**src/rtl/mdiv_pkg.sv**
```systemverilog
// rtl/mdiv_pkg.sv - shared types and constants for the mult/div datapath
`timescale 1ns/1ps
package mdiv_pkg;

    localparam int OPW   = 8;
    localparam int PRODW = 16;
    localparam int ITERS = 8;

    typedef enum logic [1:0] {
        IDLE = 2'd0,
        RUN  = 2'd1,
        FIX  = 2'd2,
        DONE = 2'd3
    } mdiv_state_e;

    // Two's-complement magnitude; 0x80 becomes 128, hence the extra bit.
    function automatic logic [OPW:0] mag9(input logic [OPW-1:0] v);
        logic [OPW:0] ext;
        ext = {v[OPW-1], v};
        return v[OPW-1] ? ((OPW+1)'(0) - ext) : ext;
    endfunction

endpackage

```
**src/rtl/cla_add8.sv**
```systemverilog
// rtl/cla_add8.sv - 8-bit carry-lookahead adder slice (library cell)
`timescale 1ns/1ps
module cla_add8 (
    input  logic [7:0] a,
    input  logic [7:0] b,
    input  logic       cin,
    output logic [7:0] s,
    output logic       cout
);

    logic [7:0] g;
    logic [7:0] p;
    logic [8:0] c;

    always_comb begin
        g    = a & b;
        p    = a ^ b;
        c    = '0;
        c[0] = cin;
        for (int i = 0; i < 8; i++) begin
            c[i+1] = g[i] | (p[i] & c[i]);
        end
    end

    assign s    = p ^ c[7:0];
    assign cout = c[8];

endmodule

```
**src/rtl/mult_step8.sv**
```systemverilog
// rtl/mult_step8.sv - multiplicand gate for one shift-add iteration
`timescale 1ns/1ps
module mult_step8
    import mdiv_pkg::*;
(
    input  logic [OPW-1:0] mcand,
    input  logic           lsb,
    output logic [OPW-1:0] addend
);

    assign addend = lsb ? mcand : '0;

endmodule

```
**src/rtl/seq_mult8.sv**
```systemverilog
// rtl/seq_mult8.sv - sequential 8x8 shift-add multiplier; SEQ_MULT8_SIGNED_EN adds signed mode
`timescale 1ns/1ps
module seq_mult8
    import mdiv_pkg::*;
#(
    parameter int EARLY_OUT = 1,
    parameter int CNT_W     = 4
) (
    input  logic             clk,
    input  logic             rst_n,
    input  logic             in_valid,
    output logic             in_ready,
    input  logic [OPW-1:0]   a,
    input  logic [OPW-1:0]   b,
`ifdef SEQ_MULT8_SIGNED_EN
    input  logic             signed_op,
`endif
    output logic             out_valid,
    input  logic             out_ready,
    output logic [PRODW-1:0] product,
    output logic             busy
);

    mdiv_state_e      state, state_nxt;
    logic [OPW-1:0]   hi, lo;
    logic [CNT_W-1:0] cnt;
    logic [OPW-1:0]   addend, sum;
    logic             carry;
    logic             zero_op, early;
    logic             last_iter;

`ifdef SEQ_MULT8_SIGNED_EN
    logic [OPW:0]     mcand;
    logic             neg, sgn;
`else
    logic [OPW-1:0]   mcand;
`endif

    mult_step8 u_step (
        .mcand  (mcand[OPW-1:0]),
        .lsb    (lo[0]),
        .addend (addend)
    );

    cla_add8 u_add (
        .a    (hi),
        .b    (addend),
        .cin  (1'b0),
        .s    (sum),
        .cout (carry)
    );

    assign zero_op   = (a == '0) || (b == '0);
    assign early     = (EARLY_OUT != 0) && zero_op;
    assign last_iter = (cnt == CNT_W'(ITERS - 1));

    always_comb begin
        state_nxt = state;
        in_ready  = 1'b0;
        out_valid = 1'b0;
        busy      = 1'b1;
        case (state)
            IDLE: begin
                in_ready = 1'b1;
                busy     = 1'b0;
                if (in_valid) state_nxt = early ? DONE : RUN;
            end
            RUN: begin
`ifdef SEQ_MULT8_SIGNED_EN
                if (last_iter) state_nxt = sgn ? FIX : DONE;
`else
                if (last_iter) state_nxt = DONE;
`endif
            end
`ifdef SEQ_MULT8_SIGNED_EN
            FIX: state_nxt = DONE;
`endif
            DONE: begin
                out_valid = 1'b1;
                if (out_ready) state_nxt = IDLE;
            end
            default: state_nxt = IDLE;
        endcase
    end

    // Only a finished product leaves the block; partial sums stay internal.
    assign product = (state == DONE) ? {hi, lo} : '0;

    always_ff @(posedge clk or negedge rst_n) begin
        if (!rst_n) begin
            state <= IDLE;
            hi    <= '0;
            lo    <= '0;
            mcand <= '0;
            cnt   <= '0;
`ifdef SEQ_MULT8_SIGNED_EN
            neg   <= 1'b0;
            sgn   <= 1'b0;
`endif
        end else begin
            state <= state_nxt;
            case (state)
                IDLE: begin
                    if (in_valid) begin
                        hi  <= '0;
                        cnt <= '0;
`ifdef SEQ_MULT8_SIGNED_EN
                        mcand <= signed_op ? mag9(a) : {1'b0, a};
                        lo    <= early ? '0 : (signed_op ? mag9(b) : {1'b0, b}) >> 0;
                        sgn   <= signed_op && !early;
                        neg   <= signed_op && (a[OPW-1] ^ b[OPW-1]);
`else
                        mcand <= a;
                        lo    <= early ? '0 : b;
`endif
                    end
                end
                RUN: begin
                    // Carry enters at the top so the 9-bit sum is never truncated.
                    {hi, lo} <= {carry, sum, lo[OPW-1:1]};
                    cnt      <= cnt + 1'b1;
                end
`ifdef SEQ_MULT8_SIGNED_EN
                FIX: begin
                    if (neg) {hi, lo} <= PRODW'(0) - {hi, lo};
                end
`endif
                default: ;
            endcase
        end
    end

endmodule

```
**config.mk**
```make
export PLATFORM = sky130hd
export DESIGN_NAME = seq_mult8
export DESIGN_NICKNAME = d
export VERILOG_FILES = /design/src/rtl/mdiv_pkg.sv /design/src/rtl/cla_add8.sv /design/src/rtl/mult_step8.sv /design/src/rtl/seq_mult8.sv
export SDC_FILE = /design/constraint.sdc
export NUM_CORES = 1
export LEC_CHECK = 0
export CORE_MARGIN = 2
export CORE_UTILIZATION = 40
export CTS_CLUSTER_SIZE = 12
export DETAILED_ROUTE_END_ITERATION = 16
export GPL_TIMING_DRIVEN = 0
export PLACE_DENSITY = 0.66
export SLEW_MARGIN = 20
export SYNTH_ARGS = -nofsm -noshare
export SYNTH_HDL_FRONTEND = slang
export SYNTH_SLANG_ARGS = --single-unit
```
**constraint.sdc**
```tcl
create_clock -name clk -period 3.75 [get_ports clk]
set_clock_uncertainty 0.2 [all_clocks]
set_input_delay 0.75 -clock clk [delete_from_list [all_inputs] [get_ports clk]]
set_output_delay 0.75 -clock clk [all_outputs]
set_load 0.1 [all_outputs]
```
==> out/metrics.cfg, run 1 <==
[status]
status = completed

[layout]
area_growth_pct = 36.8
multi_input_area_um2 = 788
final-seq-area_um2 = 751
fin_nets = 248
drive_gt1_share_pct = 9.09
fillers = 347
num_antenna_cells = 0
final_area_um2 = 2200

[setup_path]
arrival_ns = 3.66
startpoint_type = flip-flop
ff2ff_setup_slack_ns = 0.04
r2r_start = lo[0]$_DFFE_PN0P_
end_kind = flip-flop
reg2regPathDepth = 12
r2r-end = hi[6]$_DFFE_PN0P_
cp_max_fo = 2
path_class = flip-flop to flip-flop
required_ns = 3.70

[power_and_ir_drop]
switching_share_pct = 49.6
p_switching_w = 0.000992
seq_power_share_pct = 29.1
pwr-share-comb_pct = 57.7
ir_worst_vdd_mv = 0.341
p_clk_share_pct = 13.2
power.leakage_nw = 1.14
p_int_w = 0.00101
p_per_area_nw_per_um2 = 910

[sta]
rsz0062_at_grt = yes
setup_viol = 0
max_freq_ghz = 0.269
tightest_slew_ns = 0.970
fin_crit_ns = 3.71
slew_violations = 0
fin_ws_ns = 0.0355
slew_headroom_pct = 35.2
hold_slack_ns = 0.280
period_share_pct = 99.1
hold_violations = 0

[global_route]
grt_overflow = 0
antenna_found_initial = 0
grt_usage_pct = 19.6
grt_pass1_vias = 1374
grt_max_degree = 31
grt_pass1_wl_mm = 6.60

[yosys]
synthesis.nets = 201
synth.distinct_cells = 23
synth_area_um2 = 1610
synth.most_common_cell = nand2_1
yosysWarningCount = 0
ys_top_cells_by_count = nand2_1 (36), dfrtp_1 (30), and3_1 (24)
synth_top_cell_by_area = dfrtp_1
synth_edf_count = 0
postSynthCellCount = 172
ys_ff_latch = 30
ys_seq_area_share_pct = 46.7
synth.area.top_cells = dfrtp_1 (47%), and3_1 (9.3%), fa_1 (8.7%), nand2_1 (8.4%), a221o_1 (5.0%)
avgSynthCellArea_um2 = 9.35
synthFlopType = dfrtp_1
yosys.area.top_type_share_pct = 46.7
synthArstFlopShare_pct = 100

[cts]
numCtsBuffers = 5
cts_hold_buf = 0
cts_tree = built
clkSinkCount = 30
worst_skew_pair.late_latency_ns = 0.28
cts.path.max_buffers = 2
clkTransAtPathRegs_ns = 0.06
cts_htree_levels = 2
clockRootBuffer = clkbuf_8

[die]
die_y_um = 67.4
die_area_um2 = 4540
initial_core_util_pct = 40.8
core.rowCount = 23
die_x_um = 67.4
coreArea_um2 = 3940
ios = 39

[min_path]
hold_path_class = flip-flop to flip-flop
holdPathEnd = mcand[3]$_DFFE_PN0P_
min_path_cells = 2
hp-start = mcand[3]$_DFFE_PN0P_

[drt]
drt-initial-drc-count = 101
drt-total-wl_mm = 3.88
wire_per_inst_um = 14.4
via_count = 1420
drtAntennaViolNets = 0
drc = 0
vias_per_cell = 5.26
drtPass1Iterations = 4

[place]
io_buffer_count = 38
routabilityCongestion = 0.769
pre_cts_slack_ns = -0.114
dpl.hpwl_mm = 2.86
dpl_cell_area_um2 = 2060

[run]
drv_cap = 0

## power groups by stage
stage	logic [W]	clock network, W	registers [W]
detailed placement	0.00113	0	0.000583
floorplan	0.000870	0	0.000551
finish	0.00116	0.000264	0.000582
global route	0.00127	0.000282	0.000599
CTS	0.00116	0.000265	0.000580
global placement	0.00110	0	0.000577
## cells by family after synthesis
kind of cell | synth area share (%)
adder cells (fa/ha/maj) | 10.3
flip-flops | 46.7
buffers and inverters | 5.21
AO/OA/AOI/OAI | 10.1
XOR/XNOR | 0.545
AND/OR/NAND/NOR | 27.2
## worst max-delay path, stage by stage (launching register included)
cell,delay (ns)
dfrtp_1,0.34
clkbuf_8,0.12
and2_1,0.12
ha_1,0.14
inv_1,0.05
fa_2,0.35
fa_2,0.35
fa_2,0.34
fa_2,0.34
fa_2,0.34
fa_2,0.34
fa_1,0.48
o21ai_1,0.06
## per-layer routing
layer  global-route usage (%)  wire [µm]
met1                     28.2       1810
met2                     30.4       1880
met3                     4.00        183
met4                     4.59         16
met5                        0          0
## layout make-up
type	count	share of cell area (%)
multi-input cells	120	35.8
flip-flops and latches	30	34.1
repair buffers	40	18.8
clock buffers	7	3.92
well taps	50	2.84
plain buffers	13	2.73
inverters	9	1.54
clock inverters	1	0.228
## cells in the final DEF, fill, tap and decap left out, types with 2 or more instances in the layout
cell type        Yosys  routed
a221o_1              8       8
and2_1               3       3
and3_1              24      24
buf_2                1       2
buf_4                0       2
clkbuf_1            12      12
clkbuf_8             0       7
clkdlybuf4s50_1      0      28
dfrtp_1             30      30
dlymetal6s2s_1       0       9
fa_2                 0       6
ha_1                 2       2
inv_1                9       9
nand2_1             36      36
nand2b_1             2       2
nand3_1             11      11
nor2_1               2       2
nor2b_1              2       2
nor4_1               2       2
o21ai_1             13      13
or4_1                2       2
## timing repair
item | CTS | global route
endpoints found under the setup margin | 2 | 10
resized for setup | 3 | 9
setup buffers | 2 | 0
endpoints found under the hold margin | 0 | 0
## worst max-delay path by stage
stage | startpoint | endpoint | slack, ns | depth (start not counted)
finish | lo[0]$_DFFE_PN0P_ | hi[6]$_DFFE_PN0P_ | 0.04 | 12
global route | lo[0]$_DFFE_PN0P_ | hi[6]$_DFFE_PN0P_ | -0.06 | 12
CTS | lo[0]$_DFFE_PN0P_ | hi[6]$_DFFE_PN0P_ | 0.04 | 12
detailed placement | lo[0]$_DFFE_PN0P_ | hi[6]$_DFFE_PN0P_ | -0.11 | 12
global placement | lo[0]$_DFFE_PN0P_ | hi[6]$_DFFE_PN0P_ | -0.11 | 12
floorplan | lo[0]$_DFFE_PN0P_ | hi[6]$_DFFE_PN0P_ | 0.04 | 12
## registers in the layout, indices dropped and copies added, names as in the netlist
name and count:
hi 8, lo 8, mcand 8, cnt 4
state 2
## per-stage QoR
step                      std cells  util, %  total power [W]  TNS [ns]
after floorplan                 172        -          0.00142         0
after global placement          260     52.4          0.00167    -0.112
after detailed placement        260     52.2          0.00172    -0.114
after CTS                       270     55.2          0.00201         0
after global routing            270     55.8          0.00215   -0.0655
final                           270     55.8          0.00200         0
Power figures use the tool's default switching activity.
==> run 2: changes to the inputs <==
Settings changed: CTS_CLUSTER_DIAMETER set to 200, HOLD_SLACK_MARGIN set to 0.02.
==> results of run 2 <==
Same layout as run 1: the final DEF is identical, and so are final timing and power.
==> run 3: changes to the inputs <==
--- a/config.mk
+++ b/config.mk
@@ -14,4 +14,5 @@
 export HOLD_SLACK_MARGIN = 0.02
 export PLACE_DENSITY = 0.66
+export SKIP_LAST_GASP = 1
 export SLEW_MARGIN = 20
 export SYNTH_ARGS = -nofsm -noshare
--- a/constraint.sdc
+++ b/constraint.sdc
@@ -3,3 +3,3 @@
 set_input_delay 0.75 -clock clk [delete_from_list [all_inputs] [get_ports clk]]
 set_output_delay 0.75 -clock clk [all_outputs]
-set_load 0.1 [all_outputs]
+set_load 0.05 [all_outputs]
==> run 3 against run 2 <==
Net effect:
- sequential share of layout area is 0.35 points higher
- final area fell by 1.0%
- utilization is 0.57 points lower
- sequential power barely moved
- wire length shrank 0.18%
- critical path depth is the same
- first-iteration DRC count fell by 17%
- highest routed layer unchanged
- global-route usage unchanged
- non-clock buffer count stayed put
- critical path type unchanged
- clock power barely moved
==> out/metrics.cfg, run 3 (same netlist as run 1, synthesis figures left out) <==
[status]
status = completed

[setup_path]
startpoint_type = flip-flop
path_buf_inv = 2
arrival_ns = 3.66
slowest_stage = fa_1
required_ns = 3.70
cp_max_fo = 2
slowest_delay_ns = 0.48
critical_path.most_common_cell = fa_2
end_kind = flip-flop
path_class = flip-flop to flip-flop
r2r_start = lo[0]$_DFFE_PN0P_
cp.depth = 12
cp_cell_sequence = clkbuf_8 -> and2_1 -> ha_1 -> inv_1 -> fa_2 -> fa_2 -> fa_2 -> fa_2 -> fa_2 -> fa_2 -> fa_1 -> o21ai_1
r2r-end = hi[6]$_DFFE_PN0P_
ff2ff_setup_slack_ns = 0.04
critPathTopFamily = adder cells
crit_start = lo[0]$_DFFE_PN0P_
crit_end = hi[6]$_DFFE_PN0P_
reg2regPathDepth = 12

[sta]
max_freq_ghz = 0.269
slew_violations = 0
fin_tns_setup_ns = 0
rsz0062_at_grt = yes
tightest_slew_ns = 0.651
hold_violations = 0
setup_viol = 0
hold_slack_ns = 0.280
fin_ws_ns = 0.0351
fin_crit_ns = 3.71
period_share_pct = 99.1
slew_headroom_pct = 56.6

[min_path]
hold_path_class = flip-flop to flip-flop

[die]
core.rowCount = 23
ios = 39
die_x_um = 67.4
die_y_um = 67.4
initial_core_util_pct = 40.8
die_area_um2 = 4540
coreArea_um2 = 3940

[layout]
top_regs = hi x8, lo x8, mcand x8
final_cell_mix = clkdlybuf4s50_1 (37), nand2_1 (36), dfrtp_1 (30)
num_antenna_cells = 0
layout_commonest_cell = clkdlybuf4s50_1
postLayoutCoreUtil_pct = 55.2
drive_gt1_share_pct = 9.09
area_growth_pct = 35.4
fin_nets = 248
final_cell_count_no_fill = 270

[place]
place_inst = 260
io_buffer_count = 38
dpl.hpwl_mm = 2.86
routabilityCongestion = 0.769
pre_cts_slack_ns = -0.114

[drt]
drt-initial-drc-count = 84
drtPass1Iterations = 4
wire_per_inst_um = 14.4
via_count = 1416
drtAntennaViolNets = 0
drt-total-wl_mm = 3.88
vias_per_cell = 5.24
drc = 0

[global_route]
grt_pass1_wl_mm = 6.60
antenna_found_initial = 0
grt_max_degree = 31
grt_usage_pct = 19.6
grt_overflow = 0
grt_pass1_vias = 1374

[power_and_ir_drop]
p_per_area_nw_per_um2 = 841
power.leakage_nw = 0.979
ir_worst_vdd_mv = 0.325

[cts]
cts_tree = built
clockRootBuffer = clkbuf_8
worst_skew_pair.late_latency_ns = 0.28
cts_htree_levels = 2
cts.path.max_buffers = 2
clkTransAtPathRegs_ns = 0.06
clkSinkCount = 30
numCtsBuffers = 5
cts_hold_buf = 0

[run]
drv_cap = 0

## run 3: changes by cell type in the layout (fill, tap and decap cells not counted), sizes merged
cell,previous run,this run
clkdlybuf4s50,28,37
dlymetal6s2s,9,0
## run 3: timing repair
item                                    in CTS  in global routing
setup buffers                                2                  0
endpoints found under the setup margin       2                  1
pin swaps                                    0                  0
resized for setup                            3                  0
## run 3: power breakdown
group          internal [W]  total (W)  switching [W]
combinational      0.000384   0.000984       0.000600
sequential         0.000480   0.000583       0.000103
clock              0.000148   0.000264       0.000116
## run 3: worst min path at each step
stage	from	endpoint	cells after the start
final	mcand[3]$_DFFE_PN0P_	mcand[3]$_DFFE_PN0P_	2
after CTS	mcand[3]$_DFFE_PN0P_	mcand[3]$_DFFE_PN0P_	2
after global placement	mcand[0]$_DFFE_PN0P_	mcand[0]$_DFFE_PN0P_	2
after global routing	mcand[5]$_DFFE_PN0P_	mcand[5]$_DFFE_PN0P_	2
after floorplan	mcand[0]$_DFFE_PN0P_	mcand[0]$_DFFE_PN0P_	2
after detailed placement	mcand[5]$_DFFE_PN0P_	mcand[5]$_DFFE_PN0P_	2
## run 3: worst reg2reg max path: stages (launching register included)
cell and delay (ns):
dfrtp_1 0.34, clkbuf_8 0.12, and2_1 0.12, ha_1 0.14, inv_1 0.05, fa_2 0.35
fa_2 0.35, fa_2 0.35, fa_2 0.34, fa_2 0.34, fa_2 0.34, fa_1 0.48
o21ai_1 0.06
## run 3: area by class of cell
type / instances / area (µm²)
fillers: 344 / 1770
flip-flops and latches: 30 / 751
repair buffers: 40 / 390
inverters: 9 / 33.8
clock buffers: 7 / 86.3
clock inverters: 1 / 5.00
plain buffers: 13 / 60.1
well taps: 50 / 62.6
multi-input cells: 120 / 788
## run 3: metal layers
metal  share of wire [%]  GRT usage, %  wire length [µm]
met2                  48          30.4              1880
met1                  47          28.2              1800
met4                0.41          4.59                16
met3                 4.6          4.00               177
met5                   0             0                 0
## run 3: metrics by stage
step                area [µm²]  total power (W)
floorplan                 1620          0.00125
global placement          2060          0.00150
detailed placement        2060          0.00154
CTS                       2180          0.00183
global route              2180          0.00198
finish                    2180          0.00183
